`src/rtl/audio_pkg.sv`:
```
// Shared types and helpers for the audio sample writer path.
// Latency: n/a (types, constants and a pure function only).
// Backpressure: n/a.
//
// Contents: writer_state_t FSM encoding, default widths, and widen_sample,
// which left-justifies a sample into a wider audio word.
package audio_pkg;

  typedef enum logic [1:0] {
    IDLE  = 2'd0,
    LOAD  = 2'd1,
    WRITE = 2'd2,
    GAP   = 2'd3
  } writer_state_t;

  localparam int SAMPLE_W_DEF = 16;
  localparam int AUDIO_W_DEF  = 24;

  // Sample arrives zero-extended to 32 bits; shifting it up by the pad
  // width yields {sample, zeros} in the low AUDIO_W bits. The sign bit
  // lands in the audio word's MSB, so the scale is sign-preserving.
  function automatic logic [31:0] widen_sample(input logic [31:0] sample,
                                               input int unsigned pad_bits);
    return sample << pad_bits;
  endfunction

endpackage

```
`src/rtl/sample_fifo.sv`:
```
// Small synchronous FIFO holding samples between the hand-off stage and the writer FSM.
// Latency: push visible at dout/level one cycle after the push edge; dout is a combinational head read.
// Backpressure: a push while full is dropped unless a pop happens in the same cycle.
//
// Ports: clock50, reset (sync, active-high), push, pop, din -> dout (head),
// level (occupancy), full, empty. DEPTH must be a power of 2, at least 2.
module sample_fifo #(
  parameter int DEPTH = 4,
  parameter int WIDTH = 16
) (
  input  logic                       clock50,
  input  logic                       reset,
  input  logic                       push,
  input  logic                       pop,
  input  logic [WIDTH-1:0]           din,
  output logic [WIDTH-1:0]           dout,
  output logic [$clog2(DEPTH):0]     level,
  output logic                       full,
  output logic                       empty
);

  localparam int AW = $clog2(DEPTH);
  localparam logic [AW-1:0] PTR_MASK = AW'(DEPTH - 1);
  localparam logic [AW:0]   FULL_CNT = (AW+1)'(DEPTH);

  logic [WIDTH-1:0] mem [DEPTH];
  logic [AW-1:0]    wr_ptr;
  logic [AW-1:0]    rd_ptr;
  logic [AW:0]      count;
  logic             do_push;
  logic             do_pop;

  assign full  = (count == FULL_CNT);
  assign empty = (count == '0);
  assign level = count;
  assign dout  = mem[rd_ptr];

  // A pop frees the slot in the same cycle, so a push into a full FIFO
  // is accepted when it coincides with a pop.
  assign do_pop  = pop && !empty;
  assign do_push = push && (!full || do_pop);

  always_ff @(posedge clock50) begin
    if (reset) begin
      wr_ptr <= '0;
      rd_ptr <= '0;
      count  <= '0;
    end else begin
      if (do_push) wr_ptr <= (wr_ptr + 1'b1) & PTR_MASK;
      if (do_pop)  rd_ptr <= (rd_ptr + 1'b1) & PTR_MASK;
      case ({do_push, do_pop})
        2'b10:   count <= count + 1'b1;
        2'b01:   count <= count - 1'b1;
        default: count <= count;
      endcase
    end
  end

  // Storage needs no reset: entries are only read once the pointers say so.
  always_ff @(posedge clock50) begin
    if (do_push) mem[wr_ptr] <= din;
  end

endmodule

```
`src/rtl/audio_sample_writer.sv`:
```
// Buffers 16-bit sample strobes and writes them as 24-bit left/right words to the audio core.
// Latency: strobe at cycle 0 -> write_audio_out in cycle 3 (empty FIFO, write_ready high).
// Backpressure: holds data in WRITE while write_ready is low; full FIFO drops pushes and sets overflow.
//
// Ports: clock50, reset (sync, active-high), sample_in/sample_valid (push side),
// write_ready/write_audio_out/writedata_left/writedata_right (audio core side),
// fifo_level, overflow (sticky), underrun_cnt (saturating).
module audio_sample_writer
  import audio_pkg::*;
#(
  parameter int SAMPLE_W = SAMPLE_W_DEF,
  parameter int AUDIO_W  = AUDIO_W_DEF,
  parameter int DEPTH    = 4
) (
  input  logic                     clock50,
  input  logic                     reset,
  input  logic [SAMPLE_W-1:0]      sample_in,
  input  logic                     sample_valid,
  input  logic                     write_ready,
  output logic                     write_audio_out,
  output logic [AUDIO_W-1:0]       writedata_left,
  output logic [AUDIO_W-1:0]       writedata_right,
  output logic [$clog2(DEPTH):0]   fifo_level,
  output logic                     overflow,
  output logic [7:0]               underrun_cnt
);

  localparam int unsigned PAD_BITS = AUDIO_W - SAMPLE_W;

  writer_state_t       state;
  logic [SAMPLE_W-1:0] fifo_dout;
  logic                fifo_full;
  logic                fifo_empty;
  logic                fifo_pop;
  logic [AUDIO_W-1:0]  head_word;

  // LOAD is only entered with a non-empty FIFO, so the pop never underflows.
  assign fifo_pop  = (state == LOAD);
  assign head_word = AUDIO_W'(widen_sample(32'(fifo_dout), PAD_BITS));

  // The one combinational input-to-output path: the core's ready is
  // echoed as the write strobe only while in WRITE.
  assign write_audio_out = (state == WRITE) && write_ready;

  sample_fifo #(
    .DEPTH (DEPTH),
    .WIDTH (SAMPLE_W)
  ) u_fifo (
    .clock50 (clock50),
    .reset   (reset),
    .push    (sample_valid),
    .pop     (fifo_pop),
    .din     (sample_in),
    .dout    (fifo_dout),
    .level   (fifo_level),
    .full    (fifo_full),
    .empty   (fifo_empty)
  );

  always_ff @(posedge clock50) begin
    if (reset) begin
      state           <= IDLE;
      writedata_left  <= '0;
      writedata_right <= '0;
      overflow        <= 1'b0;
      underrun_cnt    <= '0;
    end else begin
      if (sample_valid && fifo_full && !fifo_pop) overflow <= 1'b1;

      case (state)
        IDLE: begin
          if (write_ready) begin
            if (!fifo_empty) begin
              state <= LOAD;
            end else if (underrun_cnt != 8'hFF) begin
              underrun_cnt <= underrun_cnt + 8'd1;
            end
          end
        end
        LOAD: begin
          writedata_left  <= head_word;
          writedata_right <= head_word;
          state           <= WRITE;
        end
        WRITE: begin
          if (write_ready) state <= GAP;
        end
        // One dead cycle so the core can drop write_ready after a write.
        GAP: state <= IDLE;
        default: state <= IDLE;
      endcase
    end
  end

endmodule

```
`config.mk`:
```
export PLATFORM = sky130hd
export DESIGN_NAME = audio_sample_writer
export DESIGN_NICKNAME = d
export VERILOG_FILES = /design/src/rtl/audio_pkg.sv /design/src/rtl/sample_fifo.sv /design/src/rtl/audio_sample_writer.sv
export SDC_FILE = /design/constraint.sdc
export NUM_CORES = 1
export LEC_CHECK = 0
export BUFFER_PORTS_ARGS = -buffer_cell sky130_fd_sc_hd__buf_4
export CAP_MARGIN = 40
export CORE_UTILIZATION = 35
export CTS_BUF_LIST = sky130_fd_sc_hd__clkbuf_4
export DETAILED_ROUTE_END_ITERATION = 10
export GPL_ROUTABILITY_DRIVEN = 0
export PLACE_DENSITY = 0.55
export SLEW_MARGIN = 10
export SYNTH_ARGS = -nofsm -noshare
export SYNTH_HDL_FRONTEND = slang
export SYNTH_HIERARCHICAL = 1
export SYNTH_SLANG_ARGS = --single-unit
```
`constraint.sdc`:
```
create_clock -name clock50 -period 6.45 [get_ports clock50]
set_clock_uncertainty 0.05 [all_clocks]
set_input_delay 1.29 -clock clock50 [delete_from_list [all_inputs] [get_ports clock50]]
set_output_delay 1.29 -clock clock50 [all_outputs]
set_load 0.1 [all_outputs]
```
==> impl_metrics.ini <==
[critical_path]
cp_data_arrival_time_ns = 1.78
critPathLaunchType = input port
cpPeakStageDelay_ns = 0.28
reg2reg_slack_ns = 3.85
worstPathMaxFanout = 5
crit_chain = buf_4 -> and2_1 -> buf_4
critPathSlowestCell = buf_4
cp-end-kind = primary output
cp-startpoint = write_ready
worstRegToRegCells = 11
cpMostUsedCell = buf_4
crit_required_ns = 5.11
crit_end = write_audio_out
reg2reg_from = state[1]$_SDFFE_PP0P_
r2r_end = u_fifo/level[2]$_SDFFE_PP0P_
worstSetupPathType = in -> out

[logic_synthesis]
synth_most_common_cell = edfxtp_1
yosys.area.top_type = edfxtp_1
synth_area_leaders = edfxtp_1 (46%), dfxtp_1 (17%), mux4_2 (7.0%), buf_4 (5.7%), mux2i_1 (4.5%)
synth_warnings = 6
synth_top_family_by_area = multiplexers
seq_area_frac_synth_pct = 63.1
synthMuxAreaShare_pct = 14.0
synth-seq-cells = 100
synthDistinctLibCells = 43
synthCells = 287
syn_area_mm2 = 0.00419
ys_top_cells_by_count = edfxtp_1 (64), dfxtp_1 (36), buf_4 (32), nor2_1 (31), mux2i_1 (19)
yosys.area_share.adder_pct = 3.17
avgSynthCellArea_um2 = 14.6
synthXorXnorAreaFrac_pct = 1.25
synth.top_cell.area_share_pct = 45.9
yosys.area_share.simple_pct = 7.05
synth_compound_area_share_pct = 2.87
synth_edf_count = 64
async_reset_ff_share_pct = 0
ys.flop_type = edfxtp_1

[detailed_routing]
antenna_left = 0
wl_mm = 7.15
detail_route.drc_violations = 14
vias_per_cell = 4.65
wl_met2_mm = 3.55
routed-wl-met3_um = 259
drt-met1-wl_mm = 3.21
num_vias = 2254
wire_per_inst_um = 14.7
first_pass_iters = 7
drt_iter0_markers = 115
highest_layer = met4

[sta]
post-route-period-util_pct = 48.3
fin_setup_tns_ns = 0
fmax_ghz = 0.321
setup_viol = 0
fin_crit_ns = 3.12
slew_headroom_pct = 45.7
tightest_slew_ns = 0.813
fin_ws_ns = 3.33
rsz0062_at_grt = false
hold_violations = 0
maxSlewViolCount = 0
hold_ws_ns = 0.443

[global_routing]
first_global_vias = 2198
antenna_found_initial = 0
grt_pass1_wl_mm = 11.6
grt_max_degree = 39
grt_usage_pct = 12.4
grt_overflow = 0

[finish]
regArea_mm2 = 0.00264
drive_gt1_share_pct = 30.4
n_fill_cell = 1063
syn2layout_area_growth_pct = 14.1
multi_input_area_mm2 = 0.00125
n_antenna_cell = 0
utilization_pct = 41.3
fin_nets = 367

[outcome]
outcome = complete, but fails checks
violations = design-rule violations

[floorplan]
fp.dieW_um = 111
core_area_mm2 = 0.0116
rows = 39
start_util_pct = 36.2
fp.dieH_um = 111
die_area_mm2 = 0.0124
io_pins = 81

[cts]
cts_hold_buffers = 0
clock_path_buffers = 2
root_buffer = clkbuf_4
postCtsSetupBuffers = 0
cts_inserted_buffers = 9
cts_tree = done
htreeDepth = 3
clk_pin_slew_ns = 0.14
ctsResizeCount = 0
cts_sinks = 100
clock_latency_ns = 0.45

[placed_design]
dp_hpwl_mm = 4.54
preCtsSetupSlack_ns = 3.32
port_buffers = 64

[worst_hold_path]
hold_path_class = reg -> reg

[power_and_ir_drop]
p_leak_nw = 1.79
power_density_mw_per_mm2 = 416
irDropWorstVdd_mv = 0.166
finalPower_w = 0.00199

[run]
timing.max_cap.violations = 0
==> placed cells by master, fill, tap and decap left out, types with 2 or more instances in the layout <==
cell,count
a21oi_1,8
and2_2,4
buf_4,65
clkbuf_4,10
clkinvlp_4,2
conb_1,16
dfxtp_1,36
edfxtp_1,64
ha_1,9
inv_1,13
inv_6,2
mux2i_1,19
mux4_1,3
mux4_2,13
nand2_1,5
nand2b_1,2
nand3_1,3
nor2_1,31
nor3_1,2
o21ai_0,3
o31ai_1,3
or3_1,2
or4_1,2
xnor2_1,2
xor2_1,4
==> stage by stage <==
step / instances / cell area, um2
2_1_floorplan: 302 / 4250
3_3_place_gp: 468 / 4610
3_5_place_dp: 469 / 4630
4_1_cts: 485 / 4780
5_1_grt: 485 / 4780
6_report: 485 / 4780
==> cells by family (layout without fill, tap and decap cells) <==
group	after synthesis	count (layout)
compound gates	19	19
xor+xnor	6	6
fa+ha+maj	10	10
buf+inv	55	95
flops	100	100
mux	37	37
other cells	1	16
simple gates	59	59
==> registers in the layout, summed over array words and instances (netlist names), named ones only <==
signal,cells
overflow,1
state,2
u_fifo/level,3
u_fifo/mem,64
u_fifo/rd_ptr,2
u_fifo/wr_ptr,2
underrun_cnt,8
writedata_right,16
==> worst min path at each step <==
| stage | startpoint | endpoint | slack (ns) | cells past startpoint |
|---|---|---|---|---|
| after floorplan | u_fifo/rd_ptr[1]$_SDFFE_PP0P_ | flop | 0.41 | 2 |
| after global placement | overflow$_SDFFE_PP0P_ | overflow$_SDFFE_PP0P_ | 0.41 | 2 |
| after detailed placement | overflow$_SDFFE_PP0P_ | overflow$_SDFFE_PP0P_ | 0.41 | 2 |
| after CTS | overflow$_SDFFE_PP0P_ | overflow$_SDFFE_PP0P_ | 0.45 | 2 |
| after global routing | u_fifo/rd_ptr[1]$_SDFFE_PP0P_ | u_fifo/rd_ptr[1]$_SDFFE_PP0P_ | 0.49 | 2 |
| final | overflow$_SDFFE_PP0P_ | overflow$_SDFFE_PP0P_ | 0.44 | 2 |
==> report_power, final <==
part           internal [W]  total, W  switching [W]
Sequential         0.000755  0.000808      0.0000530
Clock              0.000126  0.000342       0.000216
Combinational      0.000214  0.000841       0.000627
Total               0.00109   0.00199       0.000896
==> routing by layer <==
metal / up-vias / track usage [%]
met1: 1100 / 14.8
met5: - / 0
li1: 1087 / -
met2: 58 / 20.9
met4: 0 / 5.41
met3: 9 / 3.43
==> critical path: cells and delay by family <==
kind / cells / cell delay (ns)
and+or+nand+nor: 1 / 0.11
buffers and inverters: 2 / 0.38
==> cell type report <==
class | count | area share [%]
Clock buffer | 10 | 1.57
Multi-Input combinational cell | 147 | 26.1
Inverter | 13 | 1.02
Tap cell | 143 | 3.74
Clock inverter | 6 | 1.49
Timing Repair Buffer | 66 | 10.8
Sequential cell | 100 | 55.3
Power figures use the tool's default switching activity.
